===== config.mk =====
export PLATFORM = sky130hd
export DESIGN_NAME = serial_subtractor
export DESIGN_NICKNAME = d
export VERILOG_FILES = /design/src/rtl/serial_subtractor.sv
export SDC_FILE = /design/constraint.sdc
export NUM_CORES = 1
export LEC_CHECK = 0
export BUFFER_PORTS_ARGS = -buffer_cell sky130_fd_sc_hd__buf_2
export CAP_MARGIN = 40
export CORE_MARGIN = 3
export CORE_UTILIZATION = 55
export CTS_CLUSTER_SIZE = 14
export DETAILED_ROUTE_END_ITERATION = 12
export PLACE_DENSITY = 0.77
export SLEW_MARGIN = 10
export SYNTH_ARGS = -nofsm -noshare
export SYNTH_HDL_FRONTEND = slang
export SYNTH_SLANG_ARGS = --single-unit

===== constraint.sdc =====
create_clock -name clk -period 1.7 [get_ports clk]
set_input_delay 0.34 -clock clk [delete_from_list [all_inputs] [get_ports clk]]
set_output_delay 0.34 -clock clk [all_outputs]
set_load 0.005 [all_outputs]

===== src/rtl/serial_subtractor.sv =====
// Bit-serial LSB-first subtractor (diff = a - b) with a start/busy/done handshake.
// Optional signed-overflow flag port enabled by defining SERIAL_SUB_SIGNED_OVF_EN.
module serial_subtractor #(
  parameter int WIDTH = 8
) (
  input  logic             clk,
  input  logic             rst_n,
  input  logic             start,
  input  logic [WIDTH-1:0] a,
  input  logic [WIDTH-1:0] b,
  output logic             busy,
  output logic             done,
  output logic [WIDTH-1:0] diff,
`ifdef SERIAL_SUB_SIGNED_OVF_EN
  output logic             ovf,
`endif
  output logic             borrow_out
);

  localparam int CW = (WIDTH > 1) ? $clog2(WIDTH) : 1;
  localparam logic [CW-1:0] LAST_BIT = CW'(WIDTH - 1);

  typedef enum logic [1:0] {
    IDLE = 2'd0,
    RUN  = 2'd1,
    DONE = 2'd2
  } state_t;

  state_t           state_r;
  logic [WIDTH-1:0] sa_r;
  logic [WIDTH-1:0] sb_r;
  logic [WIDTH-1:0] diff_r;
  logic [CW-1:0]    cnt_r;
  logic             br_r;
  logic             busy_r;
  logic             done_r;
  logic             borrow_r;
  logic             d_bit_s;
  logic             br_next_s;
`ifdef SERIAL_SUB_SIGNED_OVF_EN
  logic             a_msb_r;
  logic             b_msb_r;
  logic             ovf_r;
`endif

  function automatic logic fs_diff(input logic x, input logic y, input logic bin);
    return x ^ y ^ bin;
  endfunction

  function automatic logic fs_borrow(input logic x, input logic y, input logic bin);
    return (~x & y) | (~(x ^ y) & bin);
  endfunction

  // One-bit full-subtractor cell on the current LSBs
  always_comb begin
    d_bit_s   = 1'b0;
    br_next_s = 1'b0;
    d_bit_s   = fs_diff(sa_r[0], sb_r[0], br_r);
    br_next_s = fs_borrow(sa_r[0], sb_r[0], br_r);
  end

  // Control FSM and serial datapath; result registers only move during RUN
  always_ff @(posedge clk or negedge rst_n) begin
    if (!rst_n) begin
      state_r  <= IDLE;
      sa_r     <= '0;
      sb_r     <= '0;
      diff_r   <= '0;
      cnt_r    <= '0;
      br_r     <= 1'b0;
      busy_r   <= 1'b0;
      done_r   <= 1'b0;
      borrow_r <= 1'b0;
`ifdef SERIAL_SUB_SIGNED_OVF_EN
      a_msb_r  <= 1'b0;
      b_msb_r  <= 1'b0;
      ovf_r    <= 1'b0;
`endif
    end else begin
      case (state_r)
        IDLE: begin
          done_r <= 1'b0;
          if (start) begin
            sa_r    <= a;
            sb_r    <= b;
            br_r    <= 1'b0;
            cnt_r   <= '0;
            busy_r  <= 1'b1;
            state_r <= RUN;
`ifdef SERIAL_SUB_SIGNED_OVF_EN
            a_msb_r <= a[WIDTH-1];
            b_msb_r <= b[WIDTH-1];
`endif
          end else begin
            busy_r  <= 1'b0;
            state_r <= IDLE;
          end
        end
        RUN: begin
          sa_r   <= sa_r >> 1;
          sb_r   <= sb_r >> 1;
          br_r   <= br_next_s;
          diff_r <= {d_bit_s, diff_r[WIDTH-1:1]};
          cnt_r  <= cnt_r + CW'(1);
          if (cnt_r == LAST_BIT) begin
            // d_bit_s here is the result MSB
            busy_r   <= 1'b0;
            done_r   <= 1'b1;
            borrow_r <= br_next_s;
            state_r  <= DONE;
`ifdef SERIAL_SUB_SIGNED_OVF_EN
            ovf_r    <= (a_msb_r != b_msb_r) && (d_bit_s != a_msb_r);
`endif
          end else begin
            busy_r  <= 1'b1;
            done_r  <= 1'b0;
            state_r <= RUN;
          end
        end
        DONE: begin
          busy_r  <= 1'b0;
          done_r  <= 1'b0;
          state_r <= IDLE;
        end
        default: begin
          busy_r  <= 1'b0;
          done_r  <= 1'b0;
          state_r <= IDLE;
        end
      endcase
    end
  end

  assign busy       = busy_r;
  assign done       = done_r;
  assign diff       = diff_r;
  assign borrow_out = borrow_r;
`ifdef SERIAL_SUB_SIGNED_OVF_EN
  assign ovf        = ovf_r;
`endif

endmodule

# After elaboration in Yosys (flattened, before gate mapping)
# Cells that the tools add are included.
[word_totals]
wordCells = 40
input_bits = 19
register_bits = 33
output_inout_bits = 11
[op_classes]
eq_ne = 3
n_reduce_logical = 4
add_sub_neg = 1
n_mux = 16
bitwise_logic = 7
[op_table]
columns = ["cell", "count"]
rows = [
  ["8-bit case mux with 2 select lines", 2],
  ["8-bit two-way mux", 2],
  ["1-bit two-way mux", 6],
  ["3-bit case mux with 2 select lines", 1],
  ["1-bit case mux with 2 select lines", 2],
  ["2-bit case mux with 2 select lines", 1],
  ["2-bit AND reduction", 2],
  ["3-bit by 1-bit adder with 3-bit output (second input constant)", 1],
  ["3-bit equality test (second input constant)", 1],
  ["3-bit two-way mux", 1],
  ["1-bit bitwise AND", 2],
  ["2-bit by 1-bit equality test with 1-bit output (second input constant)", 1],
  ["2-bit zero test", 1],
  ["2-bit two-way mux", 1],
  ["2-bit != test (second input constant)", 1],
  ["1-bit inverter", 2],
  ["2-bit nonzero test", 1],
  ["1-bit bitwise XOR", 2],
  ["1-bit bitwise OR", 1],
]

# Longest topological paths before layout
# Gate-level depths: netlist of the first run.
[depth]
depth_word = 5
ltp_mapped = 5

# Worst setup path before layout of the first run
# Ideal clock, no wire load.
[synth_path]
path_kind = "flip-flop to flip-flop"
from = "register done (netlist name)"
to = "register sa_r[7]"
t_arrival_ns = 1.053
stages_incl_launch_ff = 5
n_path_buf = 2
path_slack_ns = 0.526
setup_time_ns = 0.122
period_less_slack_ns = 1.174
path_cell_list = "dfrtp_1 > buf_6 > o21bai_1 > buf_6 > a32o_1"
[synth_rtl]
columns = ["element", "line_no", "rtl"]
rows = [
  ["end signal, assigned", "100", "sa_r <= sa_r >> 1;"],
  ["end, declared", "30", "logic [WIDTH-1:0] sa_r;"],
]

==> impl_metrics.sql, run 1 <==
INSERT INTO impl_metrics (metric_group, metric, value, unit) VALUES
('synthesis', 'synth_top_cells_by_count', 'sky130_fd_sc_hd__dfrtp_1 (31), sky130_fd_sc_hd__nand2_1 (26), sky130_fd_sc_hd__inv_1 (9)', ''),
('worst_setup_path', 'critical_path_required', '1360', 'ps'),
('worst_setup_path', 'crit_slowest_cell', 'sky130_fd_sc_hd__dfrtp_2', ''),
('sta', 'clock_skew', '8.37', 'ps'),
('power_and_ir_drop', 'p_leak', '0.000821', 'uW'),
('global_route', 'grt_pass1_vias', '1114', ''),
('routing', 'drc_violations', '0', ''),
('synthesis', 'synth_edf_count', '0', ''),
('synthesis', 'post_synth_instance_area', '0.00144', 'mm^2'),
('synthesis', 'synth.largest_area_cell', 'sky130_fd_sc_hd__dfrtp_1', ''),
('power_and_ir_drop', 'pwr_density_cell', '1830', 'mW/mm^2'),
('routing', 'wl_per_instance', '16.3', 'um'),
('outcome', 'status', 'finished clean', ''),
('routing', 'wl_met2', '1460', 'um'),
('global_route', 'grt_max_degree', '32', ''),
('worst_setup_path', 'regToRegEndpoint', 'sb_r[1]$_DFFE_PN0P_', ''),
('sta', 'tightestPinTransition', '690', 'ps'),
('worst_setup_path', 'cp_top_family', 'flip-flops', ''),
('worst_setup_path', 'timing.critical_path.from_type', 'flop', ''),
('floorplan', 'dieHeight', '57.2', 'um'),
('worst_setup_path', 'ff2ff_setup_slack', '270', 'ps'),
('routing', 'route.met3.wl', '208', 'um'),
('sta', 'fin_tns_setup', '0', 'ps'),
('global_route', 'antenna_found_initial', '0', ''),
('sta', 'finalMaxSlewViolations', '0', ''),
('routing', 'topRoutingLayerUsed', 'met4', ''),
('worst_setup_path', 'worstRegToRegCells', '3', ''),
('synthesis', 'ys_seq_area_frac', '0.537', ''),
('job', 'drv_cap', '0', ''),
('global_route', 'grt.overflow.total', '0', ''),
('global_route', 'grt_first_pass_wirelength', '5310', 'um'),
('routing', 'detail_route.iter0.violations', '41', ''),
('cts', 'cts_htree_levels', '2', ''),
('synthesis', 'synthesis_warnings', '0', ''),
('synthesis', 'synthTopCellsByArea', 'sky130_fd_sc_hd__dfrtp_1 (54%), sky130_fd_sc_hd__nand2_1 (6.8%), sky130_fd_sc_hd__a211oi_2 (5.2%), sky130_fd_sc_hd__a2bb2oi_1 (3.6%), sky130_fd_sc_hd__o22a_1 (3.6%)', ''),
('cells_and_area', 'diodes', '0', ''),
('synthesis', 'post_synth_inst_count', '132', ''),
('synthesis', 'ys_async_sr_fraction', '1.00', ''),
('synthesis', 'synth_top_cell_area_share', '0.537', ''),
('cts', 'cts.reportedPaths.clkPinSlew', '90', 'ps'),
('synthesis', 'ys_dominant_reg_cell', 'sky130_fd_sc_hd__dfrtp_1', ''),
('cells_and_area', 'layout-area-overhead-vs-synth', '15.0', '%'),
('place', 'hpwl', '2170', 'um'),
('synthesis', 'postSynthAreaPerCell', '10.9', 'um^2'),
('worst_setup_path', 'worst_path_largest_cell_delay', '550', 'ps'),
('floorplan', 'rows', '17', ''),
('routing', 'routedLengthMet1', '1410', 'um'),
('floorplan', 'fp.dieArea', '0.00328', 'mm^2'),
('sta', 'max_clock_freq', '648', 'MHz'),
('worst_setup_path', 'cp_cell_sequence', 'buf_4 > buf_2', ''),
('worst_setup_path', 'critical_path.n_buffers_inverters', '2', ''),
('sta', 'setup_violations', '0', ''),
('synthesis', 'ys_types', '32', ''),
('cts', 'cts-hold-fix-buffers', '0', ''),
('power_and_ir_drop', 'worst_ir_drop_vdd', '1040', 'uV'),
('routing', 'drtAntennaViolNets', '0', ''),
('synthesis', 'yosysMostFrequentCell', 'sky130_fd_sc_hd__dfrtp_1', ''),
('routing', 'wl', '3140', 'um'),
('cells_and_area', 'final_layout_size_suffix_gt1_frac', '0.303', ''),
('routing', 'firstDrtPassIters', '4', ''),
('sta', 'timing.hold.ws', '33.6', 'ps'),
('sta', 'post-route-period-util', '0.907', ''),
('floorplan', 'initial_core_util', '0.617', ''),
('routing', 'via_per_inst', '5.87', ''),
('sta', 'post-route-min-period', '1540', 'ps'),
('sta', 'slew-limit-headroom', '0.540', ''),
('worst_setup_path', 'r2r_start', 'done$_DFF_PN0_', ''),
('hold_path', 'hold_path_class', 'primary input to async pin', ''),
('cts', 'cts_num_sinks', '31', ''),
('cts', 'clkLatencyLatePin', '340', 'ps'),
('worst_setup_path', 'critPathArrivalTime', '1200', 'ps');
placed cells by master (no fill, tap or decap), types with 3 or more instances in the layout:
master                      count
sky130_fd_sc_hd__nor2b_1        3
sky130_fd_sc_hd__a2bb2oi_1      6
sky130_fd_sc_hd__inv_1          9
sky130_fd_sc_hd__nor3b_1        6
sky130_fd_sc_hd__o22a_1         6
sky130_fd_sc_hd__nor2_1         3
sky130_fd_sc_hd__buf_2         29
sky130_fd_sc_hd__clkbuf_4       5
sky130_fd_sc_hd__nand2_1       26
sky130_fd_sc_hd__dfrtp_1       30
sky130_fd_sc_hd__buf_4          5
sky130_fd_sc_hd__a211oi_2       6
sky130_fd_sc_hd__nor3_1         7
worst max-delay path by stage:
stage / from / endpoint / slack (ps) / cells past startpoint
3_5_place_dp: state_r[0]$_DFF_PN0_ / sa_r[2]$_DFFE_PN0P_ / 250 / 3
2_1_floorplan: done$_DFF_PN0_ / sa_r[7]$_DFFE_PN0P_ / 530 / 4
3_3_place_gp: state_r[0]$_DFF_PN0_ / sb_r[1]$_DFFE_PN0P_ / 320 / 3
5_1_grt: state_r[0]$_DFF_PN0_ / busy / 100 / 2
6_report: state_r[0]$_DFF_PN0_ / busy / 160 / 2
4_1_cts: state_r[0]$_DFF_PN0_ / busy / 20 / 2
per-layer routing:
metal	vias to the layer above	GRT usage
met5	-	0
met4	0	0.106
met3	8	0.0566
met2	45	0.321
met1	554	0.293
li1	526	-
worst register-to-register path: cells and delay by family (launching register included):
family	cells	cell delay (ps)
compound gates	1	200
buf+inv	1	270
flops	1	530
simple gates	1	370
metrics by stage:
step / utilization / area, um^2 / setup WS, ps / total power [uW] / instances
after floorplan: - / 1440 / 526 / 2170 / 132
after global placement: 0.680 / 1590 / 320 / 2450 / 185
after detailed placement: 0.680 / 1590 / 253 / 2550 / 185
after CTS: 0.709 / 1660 / 21.8 / 3050 / 193
after global routing: 0.710 / 1660 / 95.7 / 3280 / 193
final: 0.710 / 1660 / 158 / 3040 / 193
final cells by class:
type                    count  area (um^2)  area share
repair buffers             34          183       0.110
well taps                  28         35.0      0.0211
clock buffers               8         68.8      0.0414
inverters                   9         33.8      0.0203
flip-flops and latches     31          777       0.468
multi-input cells          83          563       0.339
flip-flops by register name, summed over array words and instances, names as in the netlist:
name        flops
cnt_r           3
sb_r            8
borrow_out      1
br_r            1
diff            8
done            1
state_r         1
sa_r            8
cell families after synthesis:
| family | share of synthesized area |
|---|---|
| DFF | 0.537 |
| and+or+nand+nor | 0.165 |
| adders and majority gates | 0.0312 |
| buffers and inverters | 0.0728 |
| AOI/OAI and AO/OA | 0.194 |
repair_timing:
action	CTS	global route
endpoints found under the setup margin	0	1
buffers inserted	0	0
resized for setup	0	1
power by group:
part	internal (uW)	switching, uW	leakage (uW)
combinational	578	658	0.000405
clock	243	258	0.0000386
sequential	1080	228	0.000377
No activity file was read; power rests on OpenSTA's default activity.
==> inputs of run 2 (changes only) <==
--- a/config.mk
+++ b/config.mk
@@ -12,6 +12,7 @@
 export CTS_CLUSTER_SIZE = 14
 export DETAILED_ROUTE_END_ITERATION = 12
 export PLACE_DENSITY = 0.77
+export SETUP_SLACK_MARGIN = 0.2
 export SLEW_MARGIN = 10
 export SYNTH_ARGS = -nofsm -noshare
 export SYNTH_HDL_FRONTEND = slang
==> impl_metrics.sql, run 2 (synthesis results as in run 1) <==
INSERT INTO impl_metrics (metric_group, metric, value, unit) VALUES
('floorplan', 'ioPinCount', '30', ''),
('sta', 'grt_setup_unrepaired', 'no', ''),
('cells_and_area', 'layout.cells.most_common_list', 'sky130_fd_sc_hd__dfrtp_1 (29), sky130_fd_sc_hd__buf_2 (29), sky130_fd_sc_hd__nand2_1 (26), sky130_fd_sc_hd__inv_1 (9), sky130_fd_sc_hd__nor3_1 (7)', ''),
('place', 'portBuffers', '29', ''),
('cts', 'clkLatencyLatePin', '340', 'ps'),
('power_and_ir_drop', 'internal-power', '1910', 'uW'),
('sta', 'slew-limit-headroom', '0.538', ''),
('cells_and_area', 'layout-area-overhead-vs-synth', '15.6', '%'),
('routing', 'drc_violations', '0', ''),
('sta', 'setup_violations', '0', ''),
('power_and_ir_drop', 'total_switching_power', '1150', 'uW'),
('sta', 'finalHoldViolations', '0', ''),
('sta', 'max_clock_freq', '715', 'MHz'),
('worst_setup_path', 'crit_slowest_cell', 'sky130_fd_sc_hd__dfrtp_2', ''),
('routing', 'via_per_inst', '5.89', ''),
('outcome', 'status', 'finished clean', ''),
('sta', 'post-route-period-util', '0.822', ''),
('worst_setup_path', 'cp_cell_sequence', 'buf_4 > buf_2', ''),
('floorplan', 'die_x', '57.2', 'um'),
('power_and_ir_drop', 'power.combinational.fraction', '0.417', ''),
('hold_path', 'hold_path_class', 'primary input to async pin', ''),
('job', 'drv_cap', '0', ''),
('cts', 'cts-hold-fix-buffers', '0', ''),
('cells_and_area', 'diodes', '0', ''),
('cts', 'cts_htree_levels', '2', ''),
('worst_setup_path', 'crit_path_end_kind', 'output port', ''),
('worst_setup_path', 'critPathMaxFanout', '7', ''),
('cts', 'cts_root_buf', 'sky130_fd_sc_hd__clkbuf_4', ''),
('routing', 'wl', '3170', 'um'),
('worst_setup_path', 'critPathArrivalTime', '1060', 'ps'),
('global_route', 'antenna_found_initial', '0', ''),
('power_and_ir_drop', 'switching_share', '0.376', ''),
('cts', 'cts-buffers-inserted', '5', ''),
('cells_and_area', 'layout.nets', '187', ''),
('worst_setup_path', 'critical_path_required', '1360', 'ps'),
('floorplan', 'fp.dieArea', '0.00328', 'mm^2'),
('power_and_ir_drop', 'pwr_density_cell', '1830', 'mW/mm^2'),
('cts', 'cts.path.max_buffers', '2', ''),
('sta', 'clock_skew', '10.5', 'ps'),
('floorplan', 'placeableCoreArea', '0.00234', 'mm^2'),
('worst_setup_path', 'critical_path_start_end_classification', 'flop to output port', ''),
('global_route', 'grt_first_pass_wirelength', '5350', 'um'),
('global_route', 'grtUsageTotal', '0.217', ''),
('worst_setup_path', 'timing.critical_path.from_type', 'flop', ''),
('floorplan', 'rows', '17', ''),
('worst_setup_path', 'worst_path_largest_cell_delay', '440', 'ps'),
('power_and_ir_drop', 'power_frac_seq', '0.419', ''),
('power_and_ir_drop', 'worst_ir_drop_vdd', '1040', 'uV'),
('power_and_ir_drop', 'total_power', '3060', 'uW'),
('global_route', 'grt.overflow.total', '0', ''),
('routing', 'drtAntennaViolNets', '0', ''),
('global_route', 'grt_pass1_vias', '1120', ''),
('cts', 'cts.reportedPaths.clkPinSlew', '90', 'ps'),
('sta', 'post-route-min-period', '1400', 'ps'),
('routing', 'detail_route.iter0.violations', '46', ''),
('power_and_ir_drop', 'clockPowerShare', '0.165', ''),
('place', 'globalplace.congestion', '0.802', ''),
('place', 'hpwl', '2170', 'um'),
('sta', 'tightestPinTransition', '693', 'ps'),
('routing', 'vias', '1143', ''),
('cts', 'tritoncts', 'yes', ''),
('sta', 'finalMaxSlewViolations', '0', ''),
('power_and_ir_drop', 'p_leak', '0.000823', 'uW'),
('sta', 'fin_tns_setup', '0', 'ps'),
('floorplan', 'initial_core_util', '0.617', ''),
('global_route', 'grt_max_degree', '32', ''),
('cells_and_area', 'final_layout_size_suffix_gt1_frac', '0.313', ''),
('routing', 'wl_per_instance', '16.3', 'um'),
('routing', 'firstDrtPassIters', '5', ''),
('floorplan', 'dieHeight', '57.2', 'um'),
('cts', 'cts_num_sinks', '31', '');
## run 2: cell count changes in the layout (fill, tap and decap cells not counted)
cell                      previous run  this run
sky130_fd_sc_hd__buf_4               5         6
sky130_fd_sc_hd__dfrtp_1            30        29
sky130_fd_sc_hd__dfrtp_2             1         2
## run 2: metal layers
| layer | routed length [um] | vias up | global-route usage |
|---|---|---|---|
| met5 | 0 | - | 0 |
| met4 | 66 | 0 | 0.106 |
| met3 | 184 | 9 | 0.0566 |
| met2 | 1490 | 45 | 0.321 |
| met1 | 1430 | 562 | 0.296 |
| li1 | - | 527 | - |
## run 2: final timing paths
path	from	to	slack (ps)	cells after the start
setup / recovery	state_r[0]$_DFF_PN0_	busy	300	2
hold / removal	rst_n	sa_r[4]$_DFFE_PN0P_	40	1
setup reg to reg	done$_DFF_PN0_	sb_r[1]$_DFFE_PN0P_	330	3
hold reg to reg	diff[0]$_DFFE_PN0P_	diff[0]$_DFFE_PN0P_	490	2
max in group asynchronous	rst_n	state_r[0]$_DFF_PN0_	1170	1
min in group clk	b[7]	sb_r[7]$_DFFE_PN0P_	260	2
## run 2: worst max-delay path, delay by kind of cell (launching register included)
family,cells,cell delay [ps]
DFF,1,440
buffers and inverters,2,290
## run 2: final cells by class
cell class                      count  area [um^2]
Clock buffer                        8         68.8
Fill cell                         182          671
Inverter                            9         33.8
Multi-Input combinational cell     83          563
Sequential cell                    31          778
Tap cell                           28         35.0
Timing Repair Buffer               35          190
## run 2: repair_timing
| action | in CTS | in global routing |
|---|---|---|
| endpoints found under the setup margin | 1 | 2 |
| setup buffers | 1 | 0 |
| gates resized for setup | 1 | 1 |
## run 2: metrics by stage
step,hold WS (ps),setup WS [ps],utilization,cell area (um^2),cells
6_report,37.3,302,0.713,1670,194
3_3_place_gp,411,320,0.680,1590,185
5_1_grt,68.9,259,0.713,1670,194
3_5_place_dp,424,253,0.680,1590,185
2_1_floorplan,44.4,526,-,1440,132
4_1_cts,53.7,243,0.713,1670,194
## run 2: power by group through the flow
| stage | clock, uW | sequential, uW | combinational [uW] |
|---|---|---|---|
| 3_3_place_gp | 0 | 1290 | 1160 |
| 4_1_cts | 509 | 1280 | 1280 |
| 6_report | 504 | 1280 | 1280 |
| 2_1_floorplan | 0 | 1250 | 923 |
| 3_5_place_dp | 0 | 1310 | 1240 |
| 5_1_grt | 543 | 1330 | 1420 |
==> inputs of run 3 (changes only) <==
--- a/config.mk
+++ b/config.mk
@@ -8,10 +8,10 @@
 export BUFFER_PORTS_ARGS = -buffer_cell sky130_fd_sc_hd__buf_2
 export CAP_MARGIN = 40
 export CORE_MARGIN = 3
-export CORE_UTILIZATION = 55
+export CORE_UTILIZATION = 48
 export CTS_CLUSTER_SIZE = 14
 export DETAILED_ROUTE_END_ITERATION = 12
-export PLACE_DENSITY = 0.77
+export PLACE_DENSITY = 0.71
 export SETUP_SLACK_MARGIN = 0.2
 export SLEW_MARGIN = 10
 export SYNTH_ARGS = -nofsm -noshare
==> constraint.sdc (replaced) <==
create_clock -name clk -period 1.1 [get_ports clk]
set_input_delay 0.22 -clock clk [delete_from_list [all_inputs] [get_ports clk]]
set_output_delay 0.22 -clock clk [all_outputs]
set_load 0.005 [all_outputs]
==> impl_metrics.sql, run 3 (synthesis results as in run 1) <==
INSERT INTO impl_metrics (metric_group, metric, value, unit) VALUES
('cells_and_area', 'utilization', '0.772', ''),
('place', 'post_dp_cell_area', '0.00182', 'mm^2'),
('sta', 'post-route-period-util', '1.16', ''),
('sta', 'grt_setup_unrepaired', 'yes', ''),
('global_route', 'grt_first_pass_wirelength', '5610', 'um'),
('cells_and_area', 'most_common_cell_after_layout_fill_and_taps_aside', 'sky130_fd_sc_hd__dfrtp_1', ''),
('cells_and_area', 'finish.instance_area', '0.00217', 'mm^2'),
('global_route', 'grt_max_degree', '32', ''),
('power_and_ir_drop', 'clockPowerShare', '0.121', ''),
('routing', 'detail_route.iter0.violations', '90', ''),
('power_and_ir_drop', 'total_switching_power', '2200', 'uW'),
('hold_path', 'hold_path_class', 'primary input to flop', ''),
('outcome', 'status', 'finished, violations left', ''),
('cells_and_area', 'final.fill_count', '172', ''),
('routing', 'drtAntennaViolNets', '0', ''),
('routing', 'topRoutingLayerUsed', 'met4', ''),
('cts', 'cts_htree_levels', '2', ''),
('routing', 'via_per_inst', '5.47', ''),
('cells_and_area', 'layout.cells.most_common_list', 'sky130_fd_sc_hd__dfrtp_1 (29), sky130_fd_sc_hd__buf_2 (27), sky130_fd_sc_hd__buf_4 (25), sky130_fd_sc_hd__nand2_1 (24), sky130_fd_sc_hd__buf_6 (14)', ''),
('routing', 'routedLengthMet1', '1600', 'um'),
('cells_and_area', 'layout.nets', '220', ''),
('routing', 'wl', '3810', 'um'),
('sta', 'fin_tns_setup', '-2320', 'ps'),
('floorplan', 'fp.dieArea', '0.00370', 'mm^2'),
('floorplan', 'initial_core_util', '0.515', ''),
('cells_and_area', 'final_layout_size_suffix_gt1_frac', '0.576', ''),
('routing', 'drc_violations', '0', ''),
('sta', 'slew-limit-headroom', '0.828', ''),
('power_and_ir_drop', 'p_leak', '0.00105', 'uW'),
('cts', 'tritoncts', 'yes', ''),
('power_and_ir_drop', 'switching_share', '0.375', ''),
('cts', 'clkLatencyLatePin', '360', 'ps'),
('power_and_ir_drop', 'worst_ir_drop_vdd', '1410', 'uV'),
('routing', 'wl_per_instance', '16.6', 'um'),
('sta', 'setup_ws', '-173', 'ps'),
('global_route', 'grtUsageTotal', '0.214', ''),
('power_and_ir_drop', 'internal-power', '3670', 'uW'),
('cts', 'cts-buffers-inserted', '5', ''),
('worst_setup_path', 'timing.critical_path.from_type', 'flop', ''),
('worst_setup_path', 'crit_path_end_kind', 'output port', ''),
('floorplan', 'rows', '19', ''),
('sta', 'max_clock_freq', '785', 'MHz'),
('power_and_ir_drop', 'power_frac_seq', '0.335', ''),
('worst_setup_path', 'critical_path_required', '880', 'ps'),
('routing', 'wl_met2', '1910', 'um'),
('floorplan', 'placeableCoreArea', '0.00281', 'mm^2'),
('worst_setup_path', 'critical_path_start_end_classification', 'flop to output port', ''),
('place', 'hpwl', '2390', 'um'),
('routing', 'firstDrtPassIters', '4', ''),
('cts', 'cts_root_buf', 'sky130_fd_sc_hd__clkbuf_4', ''),
('sta', 'clock_skew', '8.48', 'ps'),
('power_and_ir_drop', 'power.combinational.fraction', '0.544', ''),
('cts', 'cts.path.max_buffers', '2', ''),
('place', 'globalplace.congestion', '0.856', ''),
('power_and_ir_drop', 'pwr_density_cell', '2710', 'mW/mm^2'),
('sta', 'setup_violations', '28', ''),
('sta', 'post-route-min-period', '1270', 'ps'),
('outcome', 'violations', 'setup timing', ''),
('sta', 'finalMaxSlewViolations', '0', ''),
('global_route', 'antenna_found_initial', '0', ''),
('floorplan', 'die_x', '60.8', 'um'),
('cts', 'cts_num_sinks', '31', ''),
('global_route', 'grt.overflow.total', '0', ''),
('worst_setup_path', 'critPathArrivalTime', '1050', 'ps'),
('cells_and_area', 'diodes', '0', ''),
('cts', 'cts.reportedPaths.clkPinSlew', '90', 'ps'),
('sta', 'finalHoldViolations', '0', ''),
('sta', 'tightestPinTransition', '258', 'ps'),
('routing', 'vias', '1253', ''),
('floorplan', 'dieHeight', '60.8', 'um'),
('cells_and_area', 'layout-area-overhead-vs-synth', '50.0', '%'),
('routing', 'route.met3.wl', '167', 'um'),
('global_route', 'grt_pass1_vias', '1230', ''),
('place', 'portBuffers', '29', ''),
('worst_setup_path', 'critPathMaxFanout', '5', ''),
('job', 'drv_cap', '0', ''),
('floorplan', 'ioPinCount', '30', '');
## run 3: per-layer routing
layer | global-route usage | up-vias
li1 | - | 597
met1 | 0.264 | 598
met2 | 0.350 | 45
met3 | 0.0638 | 13
met4 | 0.0929 | 0
met5 | 0 | -
## run 3: critical path: stages (launching register included)
cell and delay [ps]:
sky130_fd_sc_hd__dfrtp_2 460, sky130_fd_sc_hd__buf_6 140, sky130_fd_sc_hd__buf_6 100
## run 3: repair_timing
| item | 4_1_cts | 5_1_grt |
|---|---|---|
| gates resized for setup | 19 | 20 |
| hold buffers | 1 | 0 |
| endpoints found under the setup margin | 42 | 42 |
| hold endpoints to repair | 31 | 0 |
| setup buffers | 13 | 3 |
| pin swaps | 3 | 12 |
## run 3: metrics by stage
| stage | instances | hold WS (ps) | total power (uW) | setup WS [ps] |
|---|---|---|---|---|
| 2_1_floorplan | 132 | -75.6 | 3580 | -47.0 |
| 3_3_place_gp | 205 | 185 | 4270 | -104 |
| 3_5_place_dp | 205 | 186 | 4390 | -116 |
| 4_1_cts | 226 | 131 | 5530 | -142 |
| 5_1_grt | 229 | 139 | 6300 | -206 |
| 6_report | 229 | 123 | 5860 | -173 |
## run 3: final timing paths
check                                      from                    to  slack (ps)  cells after the start
setup / recovery                 done$_DFF_PN0_                  done        -170                      2
hold / removal                             a[7]   sa_r[7]$_DFFE_PN0P_         120                      2
setup reg to reg           state_r[0]$_DFF_PN0_   sb_r[3]$_DFFE_PN0P_        -130                      5
hold reg to reg             diff[0]$_DFFE_PN0P_   diff[0]$_DFFE_PN0P_         490                      2
max in group asynchronous                 rst_n        done$_DFF_PN0_         580                      3
min in group asynchronous                 rst_n  cnt_r[0]$_DFFE_PN0P_         340                      3
## run 3: area by class of cell
class,instances,area [um^2],area share
inverter,9,33.8,0.0156
clock inverter,1,5.00,0.00231
clock buffer,6,51.3,0.0237
sequential,31,778,0.359
tap,31,38.8,0.0179
multi-input combinational,83,748,0.345
timing repair buffer,68,510,0.236
## run 3: power by group through the flow
| stage | clock (uW) | combinational [uW] | sequential, uW |
|---|---|---|---|
| 2_1_floorplan | 0 | 1640 | 1940 |
| 3_3_place_gp | 0 | 2310 | 1960 |
| 3_5_place_dp | 0 | 2400 | 1990 |
| 4_1_cts | 708 | 2900 | 1920 |
| 5_1_grt | 758 | 3530 | 2020 |
| 6_report | 709 | 3190 | 1960 |
